[src/rtl/npu_conv_sched_if.sv]
// Scheduler-to-datapath bundle: image SRAM read port, PE/weight strobes and the
// result valid/ready handshake towards the packer.
interface npu_conv_sched_if #(
  parameter int ADDR_W = 8,
  parameter int K_H    = 3,
  parameter int ROW_W  = 4,
  parameter int COL_W  = 4
);
  logic                mem_re;
  logic [ADDR_W-1:0]   mem_addr;
  logic [8*K_H-1:0]    mem_rdata;
  logic                col_load;
  logic [8*K_H-1:0]    col_data;
  logic                pe_clear;
  logic                pe_en;
  logic                w_shift;
  logic signed [23:0]  pe_sum;
  logic                res_valid;
  logic                res_ready;
  logic [23:0]         res_data;
  logic [ROW_W-1:0]    out_row;
  logic [COL_W-1:0]    out_col;

  modport master (
    output mem_re, mem_addr, col_load, col_data, pe_clear, pe_en, w_shift,
    output res_valid, res_data, out_row, out_col,
    input  mem_rdata, pe_sum, res_ready
  );

  modport slave (
    input  mem_re, mem_addr, col_load, col_data, pe_clear, pe_en, w_shift,
    input  res_valid, res_data, out_row, out_col,
    output mem_rdata, pe_sum, res_ready
  );
endinterface

[src/rtl/npu_conv_sched.sv]
// Walks a K_H x K_W valid convolution over the image, sequencing SRAM column fetches,
// PE clear/MAC/weight-shift strobes and result hand-off. NPU_SCHED_PERF_EN adds perf counters.
module npu_conv_sched #(
  parameter int IMG_H  = 16,
  parameter int IMG_W  = 15,
  parameter int K_H    = 3,
  parameter int K_W    = 3,
  parameter int ADDR_W = 8
) (
  input  logic             clk,
  input  logic             rst,
  input  logic             start,
  input  logic             abort,
  input  logic             relu_en,
  output logic             busy,
  output logic             done,
  output logic [31:0]      perf_cyc,
  output logic [31:0]      perf_stall,
  npu_conv_sched_if.master bus
);
  localparam int OUT_H = IMG_H - K_H + 1;
  localparam int OUT_W = IMG_W - K_W + 1;
  localparam int ROW_W = $clog2(IMG_H);
  localparam int COL_W = $clog2(IMG_W);
  localparam int CNT_W = $clog2(K_W + 1);

  typedef enum logic [2:0] {IDLE, FILL, CLR, MAC, WAIT, EMIT, SLIDE, DONE} state_t;

  state_t             state_reg, state_next;
  logic [CNT_W-1:0]   cnt_reg, cnt_next;
  logic [ROW_W-1:0]   row_reg, row_next;
  logic [COL_W-1:0]   col_reg, col_next;
  logic               relu_reg;
  logic [23:0]        res_data_reg;
  logic [8*K_H-1:0]   col_hold_reg;
  logic [ADDR_W-1:0]  row_base;

  logic               mem_re, col_load, pe_clear, pe_en, res_valid, done_s;
  logic [ADDR_W-1:0]  mem_addr;

  assign row_base = ADDR_W'(int'(row_reg) * IMG_W);

  always_ff @(posedge clk or posedge rst) begin
    if (rst) begin
      state_reg    <= IDLE;
      cnt_reg      <= '0;
      row_reg      <= '0;
      col_reg      <= '0;
      relu_reg     <= 1'b0;
      res_data_reg <= '0;
      col_hold_reg <= '0;
    end else begin
      state_reg <= state_next;
      cnt_reg   <= cnt_next;
      row_reg   <= row_next;
      col_reg   <= col_next;
      if (state_reg == IDLE && start && !abort)
        relu_reg <= relu_en;
      if (state_reg == WAIT && state_next == EMIT)
        res_data_reg <= (relu_reg && bus.pe_sum[23]) ? 24'd0 : bus.pe_sum;
      if (col_load)
        col_hold_reg <= bus.mem_rdata;
    end
  end

  always_comb begin
    state_next = state_reg;
    cnt_next   = cnt_reg;
    row_next   = row_reg;
    col_next   = col_reg;
    mem_re     = 1'b0;
    mem_addr   = '0;
    col_load   = 1'b0;
    pe_clear   = 1'b0;
    pe_en      = 1'b0;
    res_valid  = 1'b0;
    done_s     = 1'b0;
    case (state_reg)
      IDLE: begin
        if (start) begin
          state_next = FILL;
          cnt_next   = '0;
          row_next   = '0;
          col_next   = '0;
        end
      end
      FILL: begin
        // Read k and load k-1 share a cycle; the final cycle only loads.
        mem_re   = (cnt_reg < CNT_W'(K_W));
        mem_addr = mem_re ? row_base + ADDR_W'(cnt_reg) : '0;
        col_load = (cnt_reg != '0);
        if (cnt_reg == CNT_W'(K_W)) begin
          state_next = CLR;
          cnt_next   = '0;
        end else begin
          cnt_next = cnt_reg + 1'b1;
        end
      end
      CLR: begin
        pe_clear   = 1'b1;
        state_next = MAC;
        cnt_next   = '0;
      end
      MAC: begin
        pe_en = 1'b1;
        if (cnt_reg == CNT_W'(K_W - 1)) begin
          state_next = WAIT;
          cnt_next   = '0;
        end else begin
          cnt_next = cnt_reg + 1'b1;
        end
      end
      WAIT: state_next = EMIT;
      EMIT: begin
        res_valid = 1'b1;
        if (bus.res_ready) begin
          cnt_next = '0;
          if (col_reg < COL_W'(OUT_W - 1)) begin
            col_next   = col_reg + 1'b1;
            state_next = SLIDE;
          end else if (row_reg < ROW_W'(OUT_H - 1)) begin
            row_next   = row_reg + 1'b1;
            col_next   = '0;
            state_next = FILL;
          end else begin
            state_next = DONE;
          end
        end
      end
      SLIDE: begin
        if (cnt_reg == '0) begin
          mem_re   = 1'b1;
          mem_addr = row_base + ADDR_W'(int'(col_reg) + K_W - 1);
          cnt_next = 1'b1;
        end else begin
          col_load   = 1'b1;
          state_next = CLR;
          cnt_next   = '0;
        end
      end
      DONE: begin
        done_s     = 1'b1;
        state_next = IDLE;
      end
      default: state_next = IDLE;
    endcase
    // Cancel silences everything in the abort cycle itself, including a pending result.
    if (abort) begin
      state_next = IDLE;
      cnt_next   = '0;
      row_next   = row_reg;
      col_next   = col_reg;
      mem_re     = 1'b0;
      mem_addr   = '0;
      col_load   = 1'b0;
      pe_clear   = 1'b0;
      pe_en      = 1'b0;
      res_valid  = 1'b0;
      done_s     = 1'b0;
    end
  end

  assign busy          = (state_reg != IDLE);
  assign done          = done_s;
  assign bus.mem_re    = mem_re;
  assign bus.mem_addr  = mem_addr;
  assign bus.col_load  = col_load;
  // The SRAM word arrives in the load cycle, so it is forwarded then and held afterwards.
  assign bus.col_data  = col_load ? bus.mem_rdata : col_hold_reg;
  assign bus.pe_clear  = pe_clear;
  assign bus.pe_en     = pe_en;
  assign bus.w_shift   = pe_en;
  assign bus.res_valid = res_valid;
  assign bus.res_data  = res_data_reg;
  assign bus.out_row   = row_reg;
  assign bus.out_col   = col_reg;

`ifdef NPU_SCHED_PERF_EN
  logic [31:0] perf_cyc_reg, perf_stall_reg;

  always_ff @(posedge clk or posedge rst) begin
    if (rst) begin
      perf_cyc_reg   <= '0;
      perf_stall_reg <= '0;
    end else if (state_reg == IDLE) begin
      if (start) begin
        perf_cyc_reg   <= '0;
        perf_stall_reg <= '0;
      end
    end else begin
      if (perf_cyc_reg != 32'hFFFF_FFFF)
        perf_cyc_reg <= perf_cyc_reg + 1'b1;
      if (state_reg == EMIT && !bus.res_ready && perf_stall_reg != 32'hFFFF_FFFF)
        perf_stall_reg <= perf_stall_reg + 1'b1;
    end
  end

  assign perf_cyc   = perf_cyc_reg;
  assign perf_stall = perf_stall_reg;
`else
  assign perf_cyc   = 32'd0;
  assign perf_stall = 32'd0;
`endif
endmodule

[src/flat_wrapper.sv]
// flat-port wrapper written by rule: the top's interface ports become plain ports
module npu_conv_sched_flat 
#(
  parameter int IMG_H  = 16,
  parameter int IMG_W  = 15,
  parameter int K_H    = 3,
  parameter int K_W    = 3,
  parameter int ADDR_W = 8
)
  (clk, rst, start, abort, relu_en, busy, done, perf_cyc, perf_stall, bus_mem_re, bus_mem_addr, bus_col_load, bus_col_data, bus_pe_clear, bus_pe_en, bus_w_shift, bus_res_valid, bus_res_data, bus_out_row, bus_out_col, bus_mem_rdata, bus_pe_sum, bus_res_ready);
  npu_conv_sched_if #(.ADDR_W(ADDR_W), .K_H(K_H), .ROW_W(4), .COL_W(4)) bus_i ();
  input  logic clk;
  input  logic rst;
  input  logic start;
  input  logic abort;
  input  logic relu_en;
  output logic busy;
  output logic done;
  output logic [31:0] perf_cyc;
  output logic [31:0] perf_stall;
  output wire logic [$bits(bus_i.mem_re)-1:0] bus_mem_re;
  output wire logic [$bits(bus_i.mem_addr)-1:0] bus_mem_addr;
  output wire logic [$bits(bus_i.col_load)-1:0] bus_col_load;
  output wire logic [$bits(bus_i.col_data)-1:0] bus_col_data;
  output wire logic [$bits(bus_i.pe_clear)-1:0] bus_pe_clear;
  output wire logic [$bits(bus_i.pe_en)-1:0] bus_pe_en;
  output wire logic [$bits(bus_i.w_shift)-1:0] bus_w_shift;
  output wire logic [$bits(bus_i.res_valid)-1:0] bus_res_valid;
  output wire logic [$bits(bus_i.res_data)-1:0] bus_res_data;
  output wire logic [$bits(bus_i.out_row)-1:0] bus_out_row;
  output wire logic [$bits(bus_i.out_col)-1:0] bus_out_col;
  input wire logic [$bits(bus_i.mem_rdata)-1:0] bus_mem_rdata;
  input wire logic [$bits(bus_i.pe_sum)-1:0] bus_pe_sum;
  input wire logic [$bits(bus_i.res_ready)-1:0] bus_res_ready;
  assign bus_mem_re = bus_i.mem_re;
  assign bus_mem_addr = bus_i.mem_addr;
  assign bus_col_load = bus_i.col_load;
  assign bus_col_data = bus_i.col_data;
  assign bus_pe_clear = bus_i.pe_clear;
  assign bus_pe_en = bus_i.pe_en;
  assign bus_w_shift = bus_i.w_shift;
  assign bus_res_valid = bus_i.res_valid;
  assign bus_res_data = bus_i.res_data;
  assign bus_out_row = bus_i.out_row;
  assign bus_out_col = bus_i.out_col;
  assign bus_i.mem_rdata = bus_mem_rdata;
  assign bus_i.pe_sum = bus_pe_sum;
  assign bus_i.res_ready = bus_res_ready;
  npu_conv_sched #(.IMG_H(IMG_H), .IMG_W(IMG_W), .K_H(K_H), .K_W(K_W), .ADDR_W(ADDR_W)) u_core (.clk(clk), .rst(rst), .start(start), .abort(abort), .relu_en(relu_en), .busy(busy), .done(done), .perf_cyc(perf_cyc), .perf_stall(perf_stall), .bus(bus_i));
endmodule
[config.mk]
export PLATFORM = sky130hd
export DESIGN_NAME = npu_conv_sched_flat
export DESIGN_NICKNAME = d
export VERILOG_FILES = /design/src/rtl/npu_conv_sched_if.sv /design/src/rtl/npu_conv_sched.sv /design/src/flat_wrapper.sv
export SDC_FILE = /design/constraint.sdc
export NUM_CORES = 1
export LEC_CHECK = 0
export ABC_AREA = 0
export CAP_MARGIN = 20
export CELL_PAD_IN_SITES_DETAIL_PLACEMENT = 0
export CELL_PAD_IN_SITES_GLOBAL_PLACEMENT = 2
export CORE_UTILIZATION = 22
export CTS_CLUSTER_DIAMETER = 120
export DETAILED_ROUTE_END_ITERATION = 7
export GPL_ROUTABILITY_DRIVEN = 0
export PLACE_DENSITY = 0.89
export SLEW_MARGIN = 30
export SYNTH_ARGS = -nofsm -noshare
export SYNTH_HDL_FRONTEND = slang
export SYNTH_SLANG_ARGS = --single-unit
[constraint.sdc]
create_clock -name clk -period 4.86 [get_ports clk]
set_input_delay 0.972 -clock clk [delete_from_list [all_inputs] [get_ports clk]]
set_output_delay 0.972 -clock clk [all_outputs]
set_load 0.01 [all_outputs]
==> results of run 1 <==
[cells in the mapped netlist (all sizes together), types with 2 or more instances]
| library cell | instances |
|---|---|
| nand2 | 60 |
| a21oi | 14 |
| o22ai | 2 |
| nor2 | 25 |
| nand3b | 2 |
| nor2b | 5 |
| nand3 | 4 |
| a21o | 3 |
| or4 | 2 |
| inv | 34 |
| o21ai | 33 |
| dfrtp | 62 |
| nand2b | 4 |
| a41oi | 2 |
| mux2 | 26 |
| ha | 32 |
| fa | 7 |
| xor2 | 9 |
| nor3 | 8 |
| o21bai | 2 |
| xnor2 | 12 |
| buf | 71 |
| clkbuf | 10 |
| nor3b | 4 |
| or3b | 2 |
| a211oi | 2 |
| a22oi | 3 |
[final cells by class]
cell class                 count  area, um2  share of cell area, %
sequential                    62       1550                   25.2
tap                          260        325                   5.27
clock buffer                  11        243                   3.94
clock inverter                 4       23.8                  0.385
multi-input combinational    344       2370                   38.5
inverter                      34        130                   2.11
timing repair buffer         163       1520                   24.7
[where the power goes]
part	total, mW	leakage [nW]	internal [mW]	switching, mW
Sequential	0.628	0.803	0.602	0.0263
Combinational	0.440	1.79	0.252	0.189
Clock	0.575	0.135	0.354	0.221
Total	1.64	2.73	1.21	0.436
[worst max-delay path, stage by stage (launching register included)]
cell      delay [ps]
dfrtp_1          390
fa_1             570
inv_1             60
fa_1             530
fa_2             490
ha_4             280
inv_2             40
ha_4             230
a211oi_2         210
o21bai_1         120
a21oi_2          170
xor2_1            90
or4_1            400
o311ai_1          80
buf_2            170
[layout by cell type (no fill, tap or decap), types with 3 or more instances in the layout]
cell	count
clkbuf_16	9
clkinv_2	3
ha_4	6
mux2_2	26
xnor2_1	12
nor3_1	8
clkdlybuf4s50_1	120
buf_4	36
fa_1	6
inv_1	32
nor2b_1	5
nand2b_1	4
a21oi_1	10
nor2_1	22
conb_1	64
o21ai_0	31
a22oi_1	3
xor2_1	8
nor3b_1	4
nor2_2	3
a21o_1	3
nand3_1	4
nand2_1	60
a21oi_2	3
dfrtp_1	62
ha_1	26
buf_2	4
[layer usage]
layer	wire length, um	part of all wire [%]	up-vias
met5	0	0	-
li1	-	-	1699
met1	4720	44	1594
met3	947	8.8	15
met2	4950	46	130
met4	143	1.3	0
[cell families after synthesis]
logic type	share of synthesized area [%]
simple gates	13.4
buf+inv	16.3
compound gates	9.77
flops	36.4
fa+ha+maj	12.7
mux	7.10
xor+xnor	4.31
other cells	0.0880
[path summary, 6_finish.rpt]
check / slack [ps] / start / to / cells past startpoint
min in group asynchronous: 1060 / rst / u_core.bus.res_data[3] / 2
setup reg to reg: 2570 / u_core.state_reg[0] / u_core.col_hold_reg[16] / 5
hold / removal: 470 / u_core.bus.res_data[23] / u_core.bus.res_data[23] / 2
setup / recovery: -250 / u_core.bus.out_row[0] / bus_mem_addr[7] / 14
hold reg to reg: 470 / u_core.bus.res_data[23] / u_core.bus.res_data[23] / 2
max in group asynchronous: 3090 / rst / u_core.col_hold_reg[4] / 3
[metrics by stage]
step / worst slack [ps] / power, mW / area (um2) / hold slack (ps) / instances
6_report: -251 / 1.64 / 6170 / 473 / 878
5_1_grt: -439 / 1.74 / 6170 / 494 / 878
4_1_cts: -254 / 1.68 / 6100 / 482 / 877
3_5_place_dp: -452 / 1.08 / 5760 / 470 / 858
3_3_place_gp: -373 / 1.07 / 5760 / 460 / 858
2_1_floorplan: 41.7 / 0.873 / 4500 / 495 / 521
[repair_timing]
item,4_1_cts,5_1_grt
pin swaps,15,12
hold buffers,0,0
resized for setup,29,9
buffers inserted,4,1
gates cloned,0,0
endpoints found under the setup margin,5,4
==> out/results.ini, run 1 <==
[critical_path]
worst-path-max-fanout = 2
critPathRequiredTime_ps = 3890
worstSetupStartpointType = register
crit_type = reg -> out
crit_arrival_ps = 4140
cp-end-kind = output port

[timing]
period_share_pct = 105
rsz0062_at_grt = yes
post-route-min-period_ps = 5110
slew_viol_final = 0
fmax_mhz = 196
timing.setup.tns_ps = -251
final_hold_viol_count = 0
slew_headroom_pct = 43.4
finalClockSkew_ps = 2.75
setup_viol = 1
tightestPinTransition_ps = 849
setup_ws_ps = -251

[yosys]
ys_async_sr_fraction_pct = 100
synth.top_cell.area_share_pct = 36.4
synth_area_leaders = dfrtp_1, buf_4, ha_1, mux2_2, nand2_1
syn_area_per_cell_um2 = 9.31
post_synth_num_cell_types = 50
synth_area_um2 = 4260
ys_seq_area_share_pct = 36.4
ys_warn_count = 0
synth_seq_cells = 62
postSynthCellCount = 458
ys.flop_type = dfrtp_1
yosysTopAreaCell = dfrtp_1
synth_edf_count = 0

[floorplan]
start_util_pct = 22.6
die_y_um = 141
die_w_um = 141
die_area_um2 = 19900
core_area_um2 = 18800
row_count = 50
io_pins = 190

[run_status]
status = complete, but fails checks
violations = setup timing

[global_routing]
gr-usage-met1_pct = 13.4
grt_pass1_vias = 3236
antenna_found_initial = 0
overflow = 0
track_usage_pct = 10.9
top_usage_layer = met2
grt_use_met2_pct = 17.6
grt_max_degree = 49
grt_pass1_wl_um = 16900
globalRouteMet3Util_pct = 4.31

[clocking]
clock-sinks = 62
htreeDepth = 3
cts_root_buffer = clkbuf_16
cts-buffers-inserted = 9
clk_latency_ps = 330
cts_tree = yes
path_clk_slew_ps = 50
clock_path_buffers = 2

[cells_and_area]
drive_gt1_share_pct = 16.8
syn2layout_area_growth_pct = 44.7
utilization_pct = 32.8
antennaDiodeCount = 0
nFillCells = 1955
final_net_count = 707

[detailed_routing]
wl_per_cell_um = 12.3
dr.pass1.iters = 4
via_per_inst = 3.92
antenna_left = 0
drt_iter0_markers = 147
drc = 0
wirelength_um = 10800
vias = 3438

[pwr]
power_density_nw_per_um2 = 266
vdd_drop_max_mv = 0.116
cellLeakagePower_nw = 2.73

[flow_run]
cap_violations = 0

[placed_design]
hpwl_um = 8180
io_buffers = 125

[hold_path]
hold_class = reg -> reg

(Power assumes the default switching activity.)
==> inputs of run 2 (changes only) <==
MAX_ROUTING_LAYER = met4   (was not set)
==> run 2 against run 1 <==
Register-to-register slack is essentially flat. Global-route usage grew 0.31 points. Sequential share of layout area is the same. Critical path type unchanged. Critical endpoint unchanged. Cell count is the same. The flow still finishes with violations (setup timing). First-iteration DRC count grew 12%. Highest routed layer unchanged.
==> out/results.ini, run 2 (same netlist as run 1, synthesis figures left out) <==
[timing]
finalClockSkew_ps = 2.41  ; -0.348 ps
hold_slack_ps = 473  ; +0.0550 ps
timing.setup.tns_ps = -252  ; -1.36 ps
period_share_pct = 105  ; about the same
slew_headroom_pct = 43.2  ; -0.16 points
slew_viol_final = 0  ; unchanged
setup_ws_ps = -252  ; -1.36 ps
tightestPinTransition_ps = 852  ; +2.35 ps
setup_viol = 1  ; unchanged
fmax_mhz = 196  ; about the same
rsz0062_at_grt = yes
final_hold_viol_count = 0  ; unchanged
post-route-min-period_ps = 5110  ; +1.36 ps

[detailed_routing]
wl_per_cell_um = 12.2  ; -0.20%
drt_iter0_markers = 164  ; +12%
vias = 3417  ; -0.61%
wirelength_um = 10700  ; -0.20%
antenna_left = 0  ; unchanged
wl_met3_um = 890  ; -6.0%
wl_met2_um = 4980  ; +0.50%
wl_met1_um = 4750  ; +0.66%
drc = 0  ; unchanged
dr.pass1.iters = 6  ; +2
via_per_inst = 3.89  ; -0.61%
highest_layer = met4

[clocking]
cts_tree = yes
clock-sinks = 62  ; unchanged
cts_root_buffer = clkbuf_16
clock_path_buffers = 2  ; unchanged
htreeDepth = 3  ; unchanged
path_clk_slew_ps = 50  ; about the same
clk_latency_ps = 330  ; about the same
cts-buffers-inserted = 9  ; unchanged

[pwr]
vdd_drop_max_mv = 0.116  ; about the same
power_density_nw_per_um2 = 266  ; about the same
cellLeakagePower_nw = 2.73  ; unchanged

[floorplan]
core_area_um2 = 18800  ; unchanged
row_count = 50  ; unchanged
die_w_um = 141  ; unchanged
die_y_um = 141  ; unchanged
die_area_um2 = 19900  ; unchanged
start_util_pct = 22.6  ; unchanged
io_pins = 190  ; unchanged

[cells_and_area]
antennaDiodeCount = 0  ; unchanged
mostFrequentLayoutCell = clkdlybuf4s50_1
drive_gt1_share_pct = 16.8  ; unchanged
syn2layout_area_growth_pct = 44.7  ; unchanged
finalNonFillerCells = 878  ; unchanged
utilization_pct = 32.8  ; unchanged
nFillCells = 1955  ; unchanged
design_area_um2 = 6170  ; unchanged
final_cell_mix = clkdlybuf4s50_1, conb_1, dfrtp_1, nand2_1, buf_4
final_net_count = 707  ; unchanged

[critical_path]
worstSetupEndpoint = bus_mem_addr[7]
cp_slowest_cell = fa_1
startpoint = u_core.bus.out_row[0]
crit_type = reg -> out
cp-end-kind = output port
worst-path-max-fanout = 2  ; unchanged
critPathRequiredTime_ps = 3890  ; about the same
reg2reg_slack_ps = 2580  ; about the same
worstSetupStartpointType = register
crit_chain = fa_1 > inv_1 > fa_1 > fa_2 > ha_4 > inv_2 > ha_4 > a211oi_2 > o21bai_1 > a21oi_2 > xor2_1 > or4_1 > o311ai_1 > buf_2
r2r-end = u_core.col_hold_reg[16]
r2r-start = u_core.state_reg[0]
crit_arrival_ps = 4140  ; about the same
ff2ff_path_depth = 5  ; unchanged
slowest_delay_ps = 570  ; about the same

[global_routing]
antenna_found_initial = 0  ; unchanged
grt_pass1_wl_um = 16900  ; -0.24%
track_usage_pct = 11.2  ; +0.31 points
grt_max_degree = 49  ; unchanged
overflow = 0  ; unchanged
grt_pass1_vias = 3235  ; -0.031%

[hold_path]
hold_class = reg -> reg
min-delay-start = u_core.bus.res_data[23]

[placed_design]
place_area_um2 = 5760  ; unchanged
hpwl_um = 8180  ; unchanged
placed_cells_incl_taps = 858  ; unchanged
io_buffers = 125  ; unchanged

[run_status]
status = complete, but fails checks
violations = setup timing

[flow_run]
cap_violations = 0  ; unchanged

[run 2: stage by stage]
step	setup WS [ps]	power, mW
after floorplan	41.7	0.873
after global placement	-373	1.07
after detailed placement	-452	1.08
after CTS	-254	1.68
after global routing	-439	1.74
final	-252	1.64
[run 2: per-layer routing]
metal	up-vias	track usage (%)
met4	0	2.97
met1	1576	13.5
li1	1701	-
met3	11	4.21
met2	129	17.5
met5	-	-
[run 2: worst min path at each step]
| stage | to | cells after the start | slack, ps |
|---|---|---|---|
| 6_report | u_core.bus.res_data[23] | 2 | 470 |
| 5_1_grt | u_core.bus.res_data[2] | 2 | 490 |
| 4_1_cts | u_core.bus.res_data[11] | 2 | 480 |
| 3_5_place_dp | u_core.bus.res_data[20] | 2 | 470 |
| 3_3_place_gp | u_core.bus.res_data[6] | 2 | 460 |
| 2_1_floorplan | u_core.relu_reg | 1 | 490 |
[run 2: cell type report]
cell class	instances	area, um2	area share, %
repair buffers	163	1520	24.7
clock inverters	4	23.8	0.385
multi-input cells	344	2370	38.5
inverters	34	130	2.11
flip-flops and latches	62	1550	25.2
well taps	260	325	5.27
clock buffers	11	243	3.94
[run 2: timing repair]
action,4_1_cts,5_1_grt
buffers inserted,4,1
hold buffers,0,0
resized for setup,29,9
pin swaps,15,12
endpoints found under the setup margin,5,4
[run 2: critical path: cells and delay by family (launching register included)]
kind	cells	cell delay (ps)
adder cells (fa/ha/maj)	5	2090
AO/OA/AOI/OAI	4	590
AND/OR/NAND/NOR	1	400
flip-flops	1	390
buffers and inverters	3	270
XOR/XNOR	1	90
[run 2: report_power, final]
group | internal [mW] | switching [mW]
sequential | 0.602 | 0.0262
combinational | 0.252 | 0.189
clock | 0.354 | 0.222
==> inputs of run 3 (changes only) <==
--- a/config.mk
+++ b/config.mk
@@ -8,3 +8,2 @@
 export ABC_AREA = 0
-export CAP_MARGIN = 20
 export CELL_PAD_IN_SITES_DETAIL_PLACEMENT = 0
==> constraint.sdc (replaced) <==
create_clock -name clk -period 4.86 [get_ports clk]
set_input_delay 1.215 -clock clk [delete_from_list [all_inputs] [get_ports clk]]
set_output_delay 1.215 -clock clk [all_outputs]
set_load 0.01 [all_outputs]
==> run 3 against run 2 <==
Maximum frequency decreased by 5.2%. Power increased by 2.2%. Register-to-register slack got worse by 70 ps. Sequential share of layout area decreased by 0.40 points. Sequential power about the same. Clock-buffer cell count increased by 2. Cell count increased by 0.80%. The flow still finishes with violations (setup timing).
==> out/results.ini, run 3 (same netlist as run 1, synthesis figures left out) <==
[timing]
period_share_pct = 111  ; +5.7 points
tightestPinTransition_ps = 964  ; +113 ps
slew_headroom_pct = 35.2  ; -8.0 points
finalClockSkew_ps = 6.04  ; +3.63 ps
post-route-min-period_ps = 5390  ; +279 ps
rsz0062_at_grt = yes
fmax_mhz = 185  ; -5.2%
final_hold_viol_count = 0  ; unchanged
setup_ws_ps = -531  ; -279 ps
slew_viol_final = 0  ; unchanged
setup_viol = 4  ; +3
hold_slack_ps = 477  ; +3.78 ps

[placed_design]
io_buffers = 125  ; unchanged
place_ws_ps = -640  ; -188 ps
hpwl_um = 8220  ; +0.54%
place_area_um2 = 5900  ; +2.5%
placed_cells_incl_taps = 866  ; +0.93%

[floorplan]
start_util_pct = 22.6  ; unchanged
io_pins = 190  ; unchanged
row_count = 50  ; unchanged
die_area_um2 = 19900  ; unchanged
core_area_um2 = 18800  ; unchanged
die_w_um = 141  ; unchanged
die_y_um = 141  ; unchanged

[critical_path]
critPathRequiredTime_ps = 3640  ; -250 ps
cp-end-kind = output port
crit_arrival_ps = 4180  ; +40 ps
worst-path-max-fanout = 2  ; unchanged
crit_type = reg -> out
reg2reg_slack_ps = 2510  ; -70 ps
worstSetupStartpointType = register

[cells_and_area]
mostFrequentLayoutCell = clkdlybuf4s50_1
antennaDiodeCount = 0  ; unchanged
design_area_um2 = 6280  ; +1.8%
seqCellArea_um2 = 1550  ; +0.16%
final_cell_mix = clkdlybuf4s50_1, conb_1, nand2_1, dfrtp_1, buf_4
final_net_count = 713  ; +0.85%
nFillCells = 1953  ; -0.10%
finalNonFillerCells = 885  ; +0.80%
multiInputGateArea_um2 = 2400  ; +1.2%
drive_gt1_share_pct = 19.4  ; +2.5 points
utilization_pct = 33.3  ; +0.58 points
syn2layout_area_growth_pct = 47.3

[run_status]
status = complete, but fails checks
violations = setup timing

[detailed_routing]
highest_layer = met4
drc = 0  ; unchanged
vias = 3478  ; +1.8%
antenna_left = 0  ; unchanged
wirelength_um = 10900  ; +1.1%
via_per_inst = 3.93  ; +0.98%
wl_met2_um = 5220  ; +4.9%
wl_per_cell_um = 12.3  ; +0.33%
wl_met1_um = 4790  ; +0.86%
drt_iter0_markers = 155  ; -5.5%
wl_met3_um = 791  ; -11%
dr.pass1.iters = 4  ; -2

[global_routing]
overflow = 0  ; unchanged
grt_pass1_vias = 3269  ; +1.1%
grt_max_degree = 50  ; +2.0%
track_usage_pct = 11.1  ; -0.081 points
antenna_found_initial = 0  ; unchanged
grt_pass1_wl_um = 17100  ; +1.2%

[clocking]
clk_latency_ps = 320  ; about the same
cts_root_buffer = clkbuf_16
clock-sinks = 62  ; unchanged
cts-buffers-inserted = 9  ; unchanged
path_clk_slew_ps = 50  ; about the same
htreeDepth = 3  ; unchanged
clock_path_buffers = 2  ; unchanged
cts_tree = yes

[pwr]
cellLeakagePower_nw = 2.81  ; +2.9%
vdd_drop_max_mv = 0.144  ; +24%
power_density_nw_per_um2 = 268  ; +0.42%

[flow_run]
cap_violations = 0  ; unchanged

[hold_path]
hold_class = reg -> reg

==> run 3: final timing paths <==
kind / start / end / cells after the start
setup reg to reg: u_core.state_reg[2] / u_core.relu_reg / 4
min in group asynchronous: rst / u_core.col_hold_reg[11] / 2
hold reg to reg: u_core.bus.res_data[6] / u_core.bus.res_data[6] / 2
setup / recovery: u_core.bus.out_row[0] / bus_mem_addr[7] / 14
hold / removal: u_core.bus.res_data[6] / u_core.bus.res_data[6] / 2
max in group asynchronous: rst / u_core.bus.res_data[23] / 3
==> run 3: final cells by class <==
type / count / area share (%)
clock inverters: 3 / 0.279
well taps: 260 / 5.18
multi-input cells: 344 / 38.2
inverters: 34 / 2.07
repair buffers: 169 / 25.2
clock buffers: 13 / 4.30
flip-flops and latches: 62 / 24.8
==> run 3: metal layers <==
| metal | vias up | global-route usage, % |
|---|---|---|
| met4 | 0 | 2.40 |
| met3 | 8 | 3.74 |
| met1 | 1644 | 13.3 |
| li1 | 1708 | - |
| met2 | 118 | 18.1 |
| met5 | - | - |
==> run 3: metrics by stage <==
step	total power, mW	setup TNS, ps
3_5_place_dp	1.09	-1520
2_1_floorplan	0.874	0
3_3_place_gp	1.08	-1350
6_report	1.68	-1150
4_1_cts	1.71	-995
5_1_grt	1.78	-1990
==> run 3: worst max-delay path: stages, from the launching register on <==
cell and delay, ps:
dfrtp_2 410, fa_1 570, inv_2 50, fa_2 600, fa_2 480, ha_4 280, inv_2 30, ha_4 210
a211oi_2 180, o21bai_1 80, a21oi_1 160, xor2_1 110, or4_4 430, o311ai_4 90, buf_2 170
==> run 3: report_power, final <==
group          switching, mW  leakage (nW)  internal, mW
Clock                  0.224         0.142         0.385
Sequential            0.0264         0.800         0.602
Combinational          0.190          1.87         0.253
Total                  0.440          2.81          1.24
==> run 3: what timing repair did <==
action                                  CTS  global route
buffers inserted                          2             3
gates cloned                              0             0
gates resized for setup                  30            10
pin swaps                                11            19
endpoints found under the setup margin    5             5
hold buffers                              0             0
